==> src/rtl/alu_pkg.sv <==
// -----------------------------------------------------------------------------
// alu_pkg
// Shared definitions for the bit-sliced ALU: opcode width and the opcode enum.
// Codes 3'b001 and 3'b111 are unused and produce a constant-zero result.
// Opcode bit 0 also selects ~B into the adder, so SUB = ADD with B inverted.
// -----------------------------------------------------------------------------
package alu_pkg;

    localparam int ALU_OP_W = 3;

    typedef enum logic [ALU_OP_W-1:0] {
        HOLD_B = 3'b000,
        ADD    = 3'b010,
        SUB    = 3'b011,
        AND    = 3'b100,
        OR     = 3'b101,
        XOR    = 3'b110
    } alu_op_t;

endpackage : alu_pkg

==> src/rtl/alu_slice_cell.sv <==
// -----------------------------------------------------------------------------
// alu_slice_cell
// Combinational 1-bit ALU slice. The adder always sees a + b' + carry_in where
// b' = ~b when op_select[0] is set, so the carry chain is live for every opcode.
// Logic ops and pass-B use the raw b, not b'.
// Ports:
//   a, b       in   operand bits
//   carry_in   in   carry from slice i-1 (or the array carry_in for slice 0)
//   op_select  in   opcode (alu_pkg::alu_op_t encoding)
//   result     out  selected result bit
//   carry_out  out  adder carry to slice i+1
// -----------------------------------------------------------------------------
module alu_slice_cell
    import alu_pkg::*;
(
    input  logic                a,
    input  logic                b,
    input  logic                carry_in,
    input  logic [ALU_OP_W-1:0] op_select,
    output logic                result,
    output logic                carry_out
);

    logic b_sel;
    logic sum;

    mux2_1_wide #(.WIDTH(1)) u_b_mux (
        .in0 (b),
        .in1 (~b),
        .sel (op_select[0]),
        .out (b_sel)
    );

    full_adder u_fa (
        .a         (a),
        .b         (b_sel),
        .carry_in  (carry_in),
        .sum       (sum),
        .carry_out (carry_out)
    );

    // Index order matches the opcode map: unused codes 1 and 7 are tied to 0.
    mux8_1_wide #(.WIDTH(1)) u_res_mux (
        .in0 (b),
        .in1 (1'b0),
        .in2 (sum),
        .in3 (sum),
        .in4 (a & b),
        .in5 (a | b),
        .in6 (a ^ b),
        .in7 (1'b0),
        .sel (op_select),
        .out (result)
    );

endmodule : alu_slice_cell

==> src/rtl/full_adder.sv <==
// -----------------------------------------------------------------------------
// full_adder
// One-bit full adder leaf cell.
// Ports:
//   a, b      in   addend bits
//   carry_in  in   carry from the less significant slice
//   sum       out  a ^ b ^ carry_in
//   carry_out out  carry to the more significant slice
// -----------------------------------------------------------------------------
module full_adder (
    input  logic a,
    input  logic b,
    input  logic carry_in,
    output logic sum,
    output logic carry_out
);

    logic half_sum;

    assign half_sum  = a ^ b;
    assign sum       = half_sum ^ carry_in;
    assign carry_out = (a & b) | (carry_in & half_sum);

endmodule : full_adder

==> src/rtl/mux2_1_wide.sv <==
// -----------------------------------------------------------------------------
// mux2_1_wide
// Parameterised 2:1 multiplexer leaf cell.
// Ports:
//   in0, in1  in   WIDTH data inputs
//   sel       in   1 selects in1, 0 selects in0
//   out       out  WIDTH selected data
// -----------------------------------------------------------------------------
module mux2_1_wide #(
    parameter int WIDTH = 1
) (
    input  logic [WIDTH-1:0] in0,
    input  logic [WIDTH-1:0] in1,
    input  logic             sel,
    output logic [WIDTH-1:0] out
);

    assign out = sel ? in1 : in0;

endmodule : mux2_1_wide

==> src/rtl/mux8_1_wide.sv <==
// -----------------------------------------------------------------------------
// mux8_1_wide
// Parameterised 8:1 multiplexer leaf cell.
// Ports:
//   in0..in7  in   WIDTH data inputs
//   sel       in   3-bit index
//   out       out  WIDTH selected data
// -----------------------------------------------------------------------------
module mux8_1_wide #(
    parameter int WIDTH = 1
) (
    input  logic [WIDTH-1:0] in0,
    input  logic [WIDTH-1:0] in1,
    input  logic [WIDTH-1:0] in2,
    input  logic [WIDTH-1:0] in3,
    input  logic [WIDTH-1:0] in4,
    input  logic [WIDTH-1:0] in5,
    input  logic [WIDTH-1:0] in6,
    input  logic [WIDTH-1:0] in7,
    input  logic [2:0]       sel,
    output logic [WIDTH-1:0] out
);

    always_comb begin
        // NOTE: default assignment first so no path through the block can infer a latch.
        out = '0;
        case (sel)
            3'd0:    out = in0;
            3'd1:    out = in1;
            3'd2:    out = in2;
            3'd3:    out = in3;
            3'd4:    out = in4;
            3'd5:    out = in5;
            3'd6:    out = in6;
            3'd7:    out = in7;
            default: out = '0;
        endcase
    end

endmodule : mux8_1_wide

==> src/rtl/alu_slice_array.sv <==
// -----------------------------------------------------------------------------
// alu_slice_array
// Registered ripple-carry ALU built from WIDTH alu_slice_cell instances.
// Optional feature macro: ALU_FLAGS_EN adds registered zero/negative/overflow.
// Ports:
//   clk        in   clock, rising edge
//   reset      in   synchronous active-high; clears every register, beats en
//   en         in   1 = load new result this edge, 0 = hold
//   A, B       in   WIDTH operands
//   carry_in   in   carry into bit 0 (1 for two's-complement subtract)
//   op_select  in   opcode (alu_pkg::alu_op_t)
//   ALU_out    out  WIDTH registered result
//   zero       out  (ALU_FLAGS_EN) registered result == 0
//   negative   out  (ALU_FLAGS_EN) registered result MSB
//   overflow   out  (ALU_FLAGS_EN) registered signed overflow, ADD/SUB only
//   carry_out  out  registered MSB adder carry (never masked by opcode)
// -----------------------------------------------------------------------------
module alu_slice_array
    import alu_pkg::*;
#(
    parameter int WIDTH = 1
) (
    input  logic                clk,
    input  logic                reset,
    input  logic                en,
    input  logic [WIDTH-1:0]    A,
    input  logic [WIDTH-1:0]    B,
    input  logic                carry_in,
    input  logic [ALU_OP_W-1:0] op_select,
    output logic [WIDTH-1:0]    ALU_out,
`ifdef ALU_FLAGS_EN
    output logic                zero,
    output logic                negative,
    output logic                overflow,
`endif
    output logic                carry_out
);

    // carry[i] feeds slice i; carry[WIDTH] leaves the MSB slice.
    logic [WIDTH:0]   carry;
    logic [WIDTH-1:0] result_next;

    assign carry[0] = carry_in;

    for (genvar i = 0; i < WIDTH; i++) begin : g_slice
        alu_slice_cell u_cell (
            .a         (A[i]),
            .b         (B[i]),
            .carry_in  (carry[i]),
            .op_select (op_select),
            .result    (result_next[i]),
            .carry_out (carry[i+1])
        );
    end

    // NOTE: the reset branch lives inside the clocked block, so it is synchronous
    // and takes priority over en.
    always_ff @(posedge clk) begin
        if (reset) begin
            ALU_out   <= '0;
            carry_out <= 1'b0;
        end else if (en) begin
            // NOTE: non-blocking assignments for all registered state.
            ALU_out   <= result_next;
            carry_out <= carry[WIDTH];
        end
    end

`ifdef ALU_FLAGS_EN
    logic is_arith;
    logic zero_next;
    logic negative_next;
    logic overflow_next;

    assign is_arith      = (op_select == ADD) || (op_select == SUB);
    assign zero_next     = (result_next == '0);
    assign negative_next = result_next[WIDTH-1];
    // Signed overflow: carry into the MSB differs from carry out of it.
    assign overflow_next = is_arith & (carry[WIDTH] ^ carry[WIDTH-1]);

    always_ff @(posedge clk) begin
        if (reset) begin
            zero     <= 1'b0;
            negative <= 1'b0;
            overflow <= 1'b0;
        end else if (en) begin
            zero     <= zero_next;
            negative <= negative_next;
            overflow <= overflow_next;
        end
    end
`endif

endmodule : alu_slice_array

==> config.mk <==
export PLATFORM = sky130hd
export DESIGN_NAME = alu_slice_array
export DESIGN_NICKNAME = d
export VERILOG_FILES = /design/src/rtl/alu_pkg.sv /design/src/rtl/alu_slice_cell.sv /design/src/rtl/full_adder.sv /design/src/rtl/mux2_1_wide.sv /design/src/rtl/mux8_1_wide.sv /design/src/rtl/alu_slice_array.sv
export SDC_FILE = /design/constraint.sdc
export NUM_CORES = 1
export LEC_CHECK = 0
export CORE_AREA = 2 2 39 41
export DETAILED_ROUTE_END_ITERATION = 8
export DIE_AREA = 0 0 41 43
export GPL_ROUTABILITY_DRIVEN = 0
export GPL_TIMING_DRIVEN = 0
export PLACE_DENSITY = 0.4
export RECOVER_POWER = 100
export SLEW_MARGIN = 20
export SYNTH_ARGS = -nofsm -noshare
export SYNTH_HDL_FRONTEND = slang
export SYNTH_SLANG_ARGS = --single-unit
==> constraint.sdc <==
create_clock -name clk -period 2.7 [get_ports clk]
set_clock_uncertainty 0.1 [all_clocks]
set_input_delay 0.54 -clock clk [delete_from_list [all_inputs] [get_ports clk]]
set_output_delay 0.54 -clock clk [all_outputs]
set_load 0.02 [all_outputs]
==> After elaboration in Yosys (flattened, before gate mapping) <==
Cells that the tools add are included.
{ "word_totals": {"in_bits": 9, "n_memories": 0, "out_inout_bits": 2, "latch_bits": 0, "regBits": 2, "romBits": 0, "ram_bits": 0} }
{ "classes": {"mux": 2, "order_cmp": 0, "reduce_logical": 3, "n_mul": 0, "bitwise_logic": 9, "n_eq_ne": 7, "add_sub_neg": 0, "n_div": 0, "shifts": 0} }
{ "ops": {"columns": ["operator", "n"], "rows": [
  ["$eq A3 B3 Y1 const B", 4],
  ["$eq A3 B2 Y1 const B", 2],
  ["$pmux W1 S6", 1],
  ["$reduce_or A2 Y1", 2],
  ["$and A1 B1 Y1", 3],
  ["$eq A3 B1 Y1 const B", 1],
  ["$logic_not A3 Y1", 1],
  ["$xor A1 B1 Y1", 3],
  ["$or A1 B1 Y1", 2],
  ["$mux W1", 1],
  ["$not A1 Y1", 1]
]} }

==> Longest topological paths before layout <==
Gate-level depths: netlist of run 1.
{ "depth": {"word_depth": 5, "ltp_mapped": 5} }

==> Cells and area by module <==
A second synthesis of run 1 with hierarchy kept.
{ "hier_totals": {"cells_unflattened": 17, "hier_area_um2": 206.4} }
{ "modules_own_cells": {"columns": ["module", "area_each_um2", "cells_each", "seq_area_each_um2", "n_inst"], "rows": [
  ["alu_slice_array", 67.6, 6, 40.0, 1],
  ["mux8_1_wide", 63.8, 3, 0.0, 1],
  ["alu_slice_cell", 40.0, 6, 0.0, 1],
  ["full_adder", 20.0, 1, 0.0, 1],
  ["mux2_1_wide", 15.0, 1, 0.0, 1]
]} }

==> Worst setup path after synthesis of run 1 <==
No wires, ideal clock.
{ "synth_path": {"path_kind": "input to register", "startpoint": "input op_select[0]", "endpoint": "register ALU_out", "path_buffers": 0, "arrival_ns": 1.547, "stages": 5, "path_slack_ns": 0.937, "cell_sequence": "xor2_1 > fa_1 > a21oi_1 > o31ai_1 > a41o_1"} }
{ "synth_between": {"elab_chain_cells": 4} }
{ "synth_rtl": {"columns": ["element", "line", "rtl"], "rows": [
  ["start: declaration", "alu_slice_array.sv:29", "input logic [ALU_OP_W-1:0] op_select,"],
  ["$mux W1", "mux2_1_wide.sv:18", "assign out = sel ? in1 : in0;"],
  ["$xor A1 B1 Y1", "full_adder.sv:20", "assign half_sum = a ^ b;"],
  ["$xor A1 B1 Y1", "full_adder.sv:21", "assign sum = half_sum ^ carry_in;"],
  ["$pmux W1 S6 *", "mux8_1_wide.sv:27", "case (sel)"],
  ["end signal: assignment", "alu_slice_array.sv:64", "ALU_out <= result_next;"],
  ["end: declaration", "alu_slice_array.sv:30", "output logic [WIDTH-1:0] ALU_out,"]
]} }
Every way passes the cells marked *; elsewhere a longest branch is shown, timed or not.
A chain may end at the register's enable or synchronous reset.

==> Final worst setup path of run 1 <==
Same ends and word-level chain as after synthesis.

==> results.ini, run 1 <==
[sta]
drv_slew=0
setup_viol=0
period_needed_ns=2.278
hold_viol_final=0
worst_pin_slew_ns=0.2350
clock.fmax_mhz=439.0
tns_ns=0
rsz0062_at_grt=false
relSlewSlack_pct=84.31
hold_ws_ns=0.3784
period_share_pct=84.37
setup_ws_ns=0.4221

[final_layout]
final_common_cell=clkdlybuf4s50_1
fin_nets=46
layout-drive-gt1-share_pct=12.50
multi_input_area_um2=131.4
fin_util_pct=23.51
regArea_um2=40.04
antenna_cells=0
nFillCells=153
layout_common_cells=clkdlybuf4s50_1, inv_1, clkbuf_4, dlygate4sd3_1
areaGrowthSynthToFinish_pct=78.08
design_area_um2=325.3

[route]
drt_iter0_markers=0
vias=182
wirelength_um=440
wl_per_cell_um=9.167
vias_per_cell=3.792
ant_nets=0
drt-pass1-iter-count=1
drc=0

[synthesis]
synth_fa_ha_area_share_pct=24.66
yosys.area_share.simple_pct=15.75
synth_cell_types=14
ys_ff_latch=2
yosys_warnings=0
synth_cells=19
seq_area_frac_synth_pct=21.92
synth_top_family_by_area=adder cells
yosysTopAreaCellShare_pct=21.92
yosysTopAreaCell=dfxtp_1
synth_fp_nets=31
netlist_top_cells_area=dfxtp_1, ha_1, fa_1, o311ai_2, inv_1
syn_area_um2=182.7
synth-compound-area-share_pct=21.23
syn_area_per_cell_um2=9.614
synthXorXnorAreaFrac_pct=4.795
muxShareOfSynthArea_pct=5.479

[setup_path]
startpoint_type=input pin
critPathKind=input pin to flop
cp.required_ns=2.71
crit_arrival_ns=2.29
ff2ff_setup_slack_ns=1.87
ff2ff_path_depth=2
crit_path_end_kind=flop
worstPathMaxFanout=5
timing.rr.end=ALU_out
r2r_start=ALU_out

[power]
irDropWorstVdd_uv=160.3
p_leak_nw=0.1481
p_sw_share_pct=25.18
clockPowerShare_pct=48.0
sequentialPowerShare_pct=24.0
power_density_nw_per_um2=422.2
p_comb_share_pct=28.0
p_int_w=0.0001028
p_sw_w=0.00003459

[placed_design]
place_area_um2=302.8
dp_hpwl_um=339.2
pre_cts_slack_ns=0.2713
portBuffers=10

[hold_path]
whs_path_depth=2
hold_path_end=carry_out
hp-start=carry_out
worstHoldPathType=flop to flop

[cts]
cts_root_buffer=clkbuf_4
postCtsHoldBufs=0
numCtsBuffers=3
clk_latency_ns=0.22
cts_tree=done
post-cts-setup-buffers=0
clk_pin_slew_ns=0.03
cts_buffer_depth=2
cts_htree_levels=1
cts_sinks=2
ctsResizeCount=0

[grt]
grt_antenna_before_repair=0
grt_pass1_wl_um=710
grt_start_max_net_pins=6
grt_usage_pct=6.620
overflow=0
grt_pass1_vias=194

[die]
dieWidth_um=41
initial_core_util_pct=13.20
die_y_um=43
core_area_um2=1384
ioPinCount=11
die_area_um2=1763
placementRows=14

[job]
cap_viol_max_count=0

[outcome]
status=finished clean

## worst max-delay path by stage
stage / endpoint / cells after the start / slack, ns / startpoint
6_report: ALU_out / 6 / 0.42 / op_select[0]
5_1_grt: ALU_out / 6 / 0.31 / op_select[0]
4_1_cts: ALU_out / 6 / 0.51 / op_select[0]
3_5_place_dp: ALU_out / 6 / 0.27 / op_select[0]
3_3_place_gp: ALU_out / 6 / 0.30 / op_select[0]
2_1_floorplan: ALU_out / 5 / 0.94 / op_select[0]
## layer usage
metal / global-route usage (%) / wire, um
met1: 8.013 / 228
met2: 7.187 / 160
met3: 3.141 / 51
met4: 8.000 / 0
met5: 0 / 0
## Yosys cell counts
cell      instances
dfxtp_1           2
o31ai_1           1
nor2_1            2
ha_1              2
xor2_1            1
fa_1              1
a21oi_1           1
inv_1             3
nor3b_1           1
and2_1            1
mux2i_1           1
nand3b_1          1
a41o_1            1
o311ai_2          1
## registers in the layout (all words and copies together) (netlist names)
signal,count
carry_out,1
ALU_out,1
## cell type report
type / count / area share, %
multi-input cells: 14 / 40.38
inverters: 3 / 3.462
repair buffers: 10 / 30.77
well taps: 16 / 6.154
flip-flops and latches: 2 / 12.31
clock buffers: 3 / 6.923
## cells by family (layout without fill, tap and decap cells)
kind of cell / after synthesis / in the layout
xor gates and xnor gates: 1 / 1
adders and majority gates: 3 / 3
DFF: 2 / 2
and+or+nand+nor: 5 / 5
buffers and inverters: 3 / 16
muxes: 1 / 1
AOI/OAI and AO/OA: 4 / 4
## worst max-delay path, stage by stage
cell	delay, ns
dlygate4sd3_1	0.63
xor2_1	0.20
fa_1	0.44
a21oi_1	0.16
o31ai_1	0.09
a41o_1	0.23
## power groups by stage
stage          Sequential, W  Combinational [W]  Clock (W)
5_1_grt            0.0000331          0.0000429  0.0000755
6_report           0.0000329          0.0000384  0.0000660
3_3_place_gp       0.0000335          0.0000389          0
2_1_floorplan      0.0000364          0.0000133          0
3_5_place_dp       0.0000334          0.0000398          0
4_1_cts            0.0000330          0.0000401  0.0000702
## metrics by stage
step,power [W],cells
6_report,0.0001373,48
4_1_cts,0.0001433,48
5_1_grt,0.0001515,48
3_5_place_dp,0.00007325,45
2_1_floorplan,0.00004970,19
3_3_place_gp,0.00007237,45
Power figures use the tool's default switching activity.
==> inputs of run 2 (changes only) <==
==> constraint.sdc (replaced) <==
create_clock -name clk -period 2.3 [get_ports clk]
set_clock_uncertainty 0.1 [all_clocks]
set_input_delay 0.46 -clock clk [delete_from_list [all_inputs] [get_ports clk]]
set_output_delay 0.46 -clock clk [all_outputs]
set_load 0.02 [all_outputs]
==> run 2 against run 1 <==
Cell count is the same. Utilization is the same. Global-route usage is the same. Count of clock-buffer cells in the layout is the same. Sequential power grew 18%. Critical endpoint unchanged. Worst hold slack is the same.
==> results.ini, run 2 (synthesis results as in run 1) <==
[outcome]
status=finished clean

[final_layout]
antenna_cells=0  ; unchanged
areaGrowthSynthToFinish_pct=78.08  ; unchanged
largestRegisters=ALU_out x1, carry_out x1
layout-drive-gt1-share_pct=12.50  ; unchanged
design_area_um2=325.3  ; unchanged
final_cells=48  ; unchanged
final_common_cell=clkdlybuf4s50_1
fin_nets=46  ; unchanged
layout_common_cells=clkdlybuf4s50_1, inv_1, clkbuf_4

[grt]
grt_start_max_net_pins=6  ; unchanged
grt_pass1_wl_um=710  ; unchanged
grt_usage_pct=6.620  ; unchanged
overflow=0  ; unchanged
grt_pass1_vias=194  ; unchanged
grt_antenna_before_repair=0  ; unchanged

[cts]
cts_tree=done
ctsResizeCount=0  ; unchanged
postCtsHoldBufs=0  ; unchanged
cts_buffer_depth=2  ; unchanged
post-cts-setup-buffers=0  ; unchanged
clk_latency_ns=0.22  ; about the same
numCtsBuffers=3  ; unchanged
clk_pin_slew_ns=0.03  ; about the same
cts_htree_levels=1  ; unchanged
cts_root_buffer=clkbuf_4
cts_sinks=2  ; unchanged

[sta]
setup_ws_ns=0.1743  ; -0.2478 ns
clock.fmax_mhz=470.4
worst_pin_slew_ns=0.2350  ; -0.0000007153 ns
period_share_pct=92.42
drv_slew=0  ; unchanged
setup_viol=0  ; unchanged
relSlewSlack_pct=84.31  ; unchanged
hold_ws_ns=0.3784  ; unchanged
hold_viol_final=0  ; unchanged
rsz0062_at_grt=false
tns_ns=0  ; unchanged
period_needed_ns=2.126

[power]
p_leak_nw=0.1478  ; -0.18%
power_density_nw_per_um2=496.6  ; +18%
irDropWorstVdd_uv=188.2  ; +17%

[hold_path]
whs_path_depth=2  ; unchanged
worstHoldPathType=flop to flop

[route]
drc=0  ; unchanged
wl_per_cell_um=9.167  ; unchanged
vias=182  ; unchanged
vias_per_cell=3.792  ; unchanged
drt-pass1-iter-count=1  ; unchanged
ant_nets=0  ; unchanged
drt_iter0_markers=0  ; unchanged
wirelength_um=440  ; unchanged

[setup_path]
startpoint_type=input pin
crit_arrival_ns=2.14  ; -0.15 ns
cp_cell_sequence=clkdlybuf4s50_1, xor2_1, fa_1, a21oi_1, o31ai_1, a41o_1
crit_path_end_kind=flop
crit_family=buffers and inverters
cpMaxStageDelayCell=clkdlybuf4s50_1
critPathKind=input pin to flop
cp.required_ns=2.31  ; -0.40 ns
crit_buf_inv=1  ; unchanged
worstPathMaxFanout=5  ; unchanged
critPathMaxStageDelay_ns=0.55  ; -0.08 ns
path_depth=6  ; unchanged
ff2ff_path_depth=2  ; unchanged

[die]
placementRows=14  ; unchanged
dieWidth_um=41  ; unchanged
core_area_um2=1384  ; unchanged
ioPinCount=11  ; unchanged
die_area_um2=1763  ; unchanged
initial_core_util_pct=13.20  ; unchanged
die_y_um=43  ; unchanged

[placed_design]
portBuffers=10  ; unchanged
pre_cts_slack_ns=-0.04868  ; -0.3200 ns
place_area_um2=302.8  ; unchanged
placed_cells=45  ; unchanged
dp_hpwl_um=339.2  ; unchanged

[job]
cap_viol_max_count=0  ; unchanged

==> run 2: changes by cell type in the layout (fill, tap and decap cells not counted) <==
cell	previous run	this run
dlygate4sd3_1	3	2
clkdlybuf4s50_1	7	8
==> run 2: path summary, 6_finish.rpt <==
| kind | slack (ns) | to | from |
|---|---|---|---|
| setup / recovery | 0.17 | ALU_out | op_select[0] |
| hold / removal | 0.38 | carry_out | carry_out |
| setup reg to reg | 1.47 | ALU_out | ALU_out |
| hold reg to reg | 0.38 | carry_out | carry_out |
==> run 2: power by group <==
group / leakage (nW) / internal, W / switching, W
logic: 0.118 / 0.0000257 / 0.0000198
registers: 0.0165 / 0.0000377 / 0.000000924
clock network: 0.0138 / 0.0000575 / 0.0000199
==> run 2: cell type report <==
type                            instances  area (um^2)
Multi-Input combinational cell         14        131.4
Clock buffer                            3        22.52
Tap cell                               16        20.02
Sequential cell                         2        40.04
Fill cell                             153         1059
Timing Repair Buffer                   10        100.1
Inverter                                3        11.26
==> run 2: tightest hold or removal path, cell delays in order, from the launching register on <==
cell	delay [ns]
dfxtp_1	0.31
mux2i_1	0.06
nor2_1	0.07
==> run 2: metrics by stage <==
step,total power (W),utilization [%]
5_1_grt,0.0001782,23.51
3_5_place_dp,0.00008599,21.88
6_report,0.0001616,23.51
3_3_place_gp,0.00008496,21.88
4_1_cts,0.0001683,23.51
2_1_floorplan,0.00005835,-
==> run 2: layer usage <==
| metal | vias up | part of all wire (%) | GRT usage, % |
|---|---|---|---|
| met3 | 0 | 12 | 3.141 |
| met4 | 0 | 0 | 8.000 |
| met5 | - | 0 | 0 |
| li1 | 93 | - | - |
| met2 | 11 | 36 | 7.187 |
| met1 | 78 | 52 | 8.013 |
==> inputs of run 3 (changes only) <==
==> constraint.sdc (replaced) <==
create_clock -name clk -period 2.2 [get_ports clk]
set_clock_uncertainty 0.1 [all_clocks]
set_input_delay 0.44 -clock clk [delete_from_list [all_inputs] [get_ports clk]]
set_output_delay 0.44 -clock clk [all_outputs]
set_load 0.02 [all_outputs]
==> run 3 against run 2 <==
Non-clock buffer count unchanged. Sequential share of layout area is 0.28 points lower. Sequential power rose by 4%. Register-to-register slack got worse by 0.10 ns. Critical path type unchanged. Critical path depth did not move. First-iteration DRC count grew 3. Power increased by 5.0%. Via count decreased by 0.55%. Wire length grew 0.45%. Cell count is the same. Count of clock-buffer cells in the layout is the same. Combinational power grew 7.3%.
==> results.ini, run 3 (synthesis results as in run 1) <==
[power]
p_comb_share_pct=28.7  ; +0.6 points
p_leak_nw=0.1491  ; +0.89%
irDropWorstVdd_uv=190.9  ; +1.4%
clockPowerShare_pct=47.4  ; -0.5 points
p_int_w=0.0001270  ; +5.0%
power_density_nw_per_um2=509.9  ; +2.7%
sequentialPowerShare_pct=23.8  ; about the same
p_sw_w=0.00004269  ; +5.1%
p_sw_share_pct=25.15  ; about the same

[final_layout]
layout_common_cells=clkdlybuf4s50_1, inv_1, clkbuf_4
layout-drive-gt1-share_pct=15.63  ; +3.1 points
fin_nets=46  ; unchanged
nFillCells=151  ; -1.3%
design_area_um2=332.8  ; +2.3%
areaGrowthSynthToFinish_pct=82.19
antenna_cells=0  ; unchanged
fin_util_pct=24.05  ; +0.54 points
final_cells=48  ; unchanged
largestRegisters=ALU_out x1, carry_out x1
final_common_cell=clkdlybuf4s50_1

[sta]
drv_slew=0  ; unchanged
clock.fmax_mhz=478.5
period_share_pct=95.00
period_needed_ns=2.090
setup_viol=0  ; unchanged
hold_ws_ns=0.3783  ; -0.0001140 ns
relSlewSlack_pct=84.05  ; -0.25 points
rsz0062_at_grt=false
worst_pin_slew_ns=0.2372  ; +0.002174 ns
hold_viol_final=0  ; unchanged

[grt]
grt_usage_pct=6.620  ; unchanged
grt_pass1_vias=194  ; unchanged
grt_antenna_before_repair=0  ; unchanged
grt_pass1_wl_um=710  ; unchanged
overflow=0  ; unchanged
grt_start_max_net_pins=6  ; unchanged

[die]
die_area_um2=1763  ; unchanged
dieWidth_um=41  ; unchanged
placementRows=14  ; unchanged
die_y_um=43  ; unchanged
initial_core_util_pct=13.20  ; unchanged
ioPinCount=11  ; unchanged
core_area_um2=1384  ; unchanged

[route]
vias=181  ; -0.55%
vias_per_cell=3.771  ; -0.55%
wirelength_um=442  ; +0.45%
ant_nets=0  ; unchanged
drt-pass1-iter-count=4  ; +3
drc=0  ; unchanged
wl_per_cell_um=9.208  ; +0.45%
drt_iter0_markers=3  ; +3

[cts]
cts_root_buffer=clkbuf_4
clk_pin_slew_ns=0.03  ; about the same
clk_latency_ns=0.22  ; about the same
ctsResizeCount=0  ; unchanged
cts_buffer_depth=2  ; unchanged
cts_tree=done
cts_htree_levels=1  ; unchanged
numCtsBuffers=3  ; unchanged
cts_sinks=2  ; unchanged
postCtsHoldBufs=0  ; unchanged
post-cts-setup-buffers=0  ; unchanged

[job]
cap_viol_max_count=0  ; unchanged

[setup_path]
startpoint_type=input pin
worstPathMaxFanout=5  ; unchanged
critPathKind=input pin to flop
critPathMaxStageDelay_ns=0.58  ; +0.03 ns
cpMaxStageDelayCell=clkdlybuf4s50_1
crit_family=buffers and inverters
crit_buf_inv=1  ; unchanged
crit_arrival_ns=2.10  ; -0.04 ns
cp_cell_sequence=clkdlybuf4s50_1, xor2_2, fa_1, a21oi_1, o31ai_1, a41o_1
crit_path_end_kind=flop
cp.required_ns=2.21  ; -0.10 ns

[placed_design]
dp_hpwl_um=339.2  ; unchanged
place_area_um2=302.8  ; unchanged
placed_cells=45  ; unchanged
portBuffers=10  ; unchanged

[outcome]
status=finished clean

[hold_path]
worstHoldPathType=flop to flop

## run 3: cell counts in the layout (fill, tap and decap cells not counted)
No cell type changed its count.
## run 3: worst min-delay path: stages, from the launching register on
cell and delay (ns):
dfxtp_1 0.31, mux2i_1 0.06, nor2_1 0.07
## run 3: worst paths after layout
| check | start | endpoint | slack [ns] | cells past startpoint |
|---|---|---|---|---|
| setup / recovery | op_select[0] | ALU_out | 0.11 | 6 |
| hold / removal | carry_out | carry_out | 0.38 | 2 |
| setup reg to reg | ALU_out | ALU_out | 1.37 | 2 |
| hold reg to reg | carry_out | carry_out | 0.38 | 2 |
## run 3: area by class of cell
cell class                 count  area, um^2  share of cell area [%]
clock buffer                   3       22.52                   6.767
multi-input combinational     14       138.9                   41.73
timing repair buffer          10       100.1                   30.08
inverter                       3       11.26                   3.383
tap                           16       20.02                   6.015
sequential                     2       40.04                   12.03
## run 3: per-stage QoR
| step | power (W) | setup WS, ns | TNS, ns |
|---|---|---|---|
| 2_1_floorplan | 0.00006100 | 0.5366 | 0 |
| 3_3_place_gp | 0.00008882 | -0.09732 | -0.09732 |
| 3_5_place_dp | 0.00008990 | -0.1287 | -0.1287 |
| 4_1_cts | 0.0001759 | 0.1064 | 0 |
| 5_1_grt | 0.0001873 | 0.03593 | 0 |
| 6_report | 0.0001697 | 0.1100 | 0 |
## run 3: power groups by stage
stage	combinational (W)	sequential, W	clock (W)
floorplan	0.0000163	0.0000447	0
global placement	0.0000477	0.0000411	0
detailed placement	0.0000489	0.0000410	0
CTS	0.0000492	0.0000406	0.0000861
global route	0.0000540	0.0000407	0.0000926
finish	0.0000488	0.0000404	0.0000805
## run 3: layer usage
layer  global-route usage, %  vias up  part of all wire (%)
li1                        -       92                     -
met1                   8.013       78                    52
met2                   7.187       11                    36
met3                   3.141        0                    12
met4                   8.000        0                     0
met5                       0        -                     0
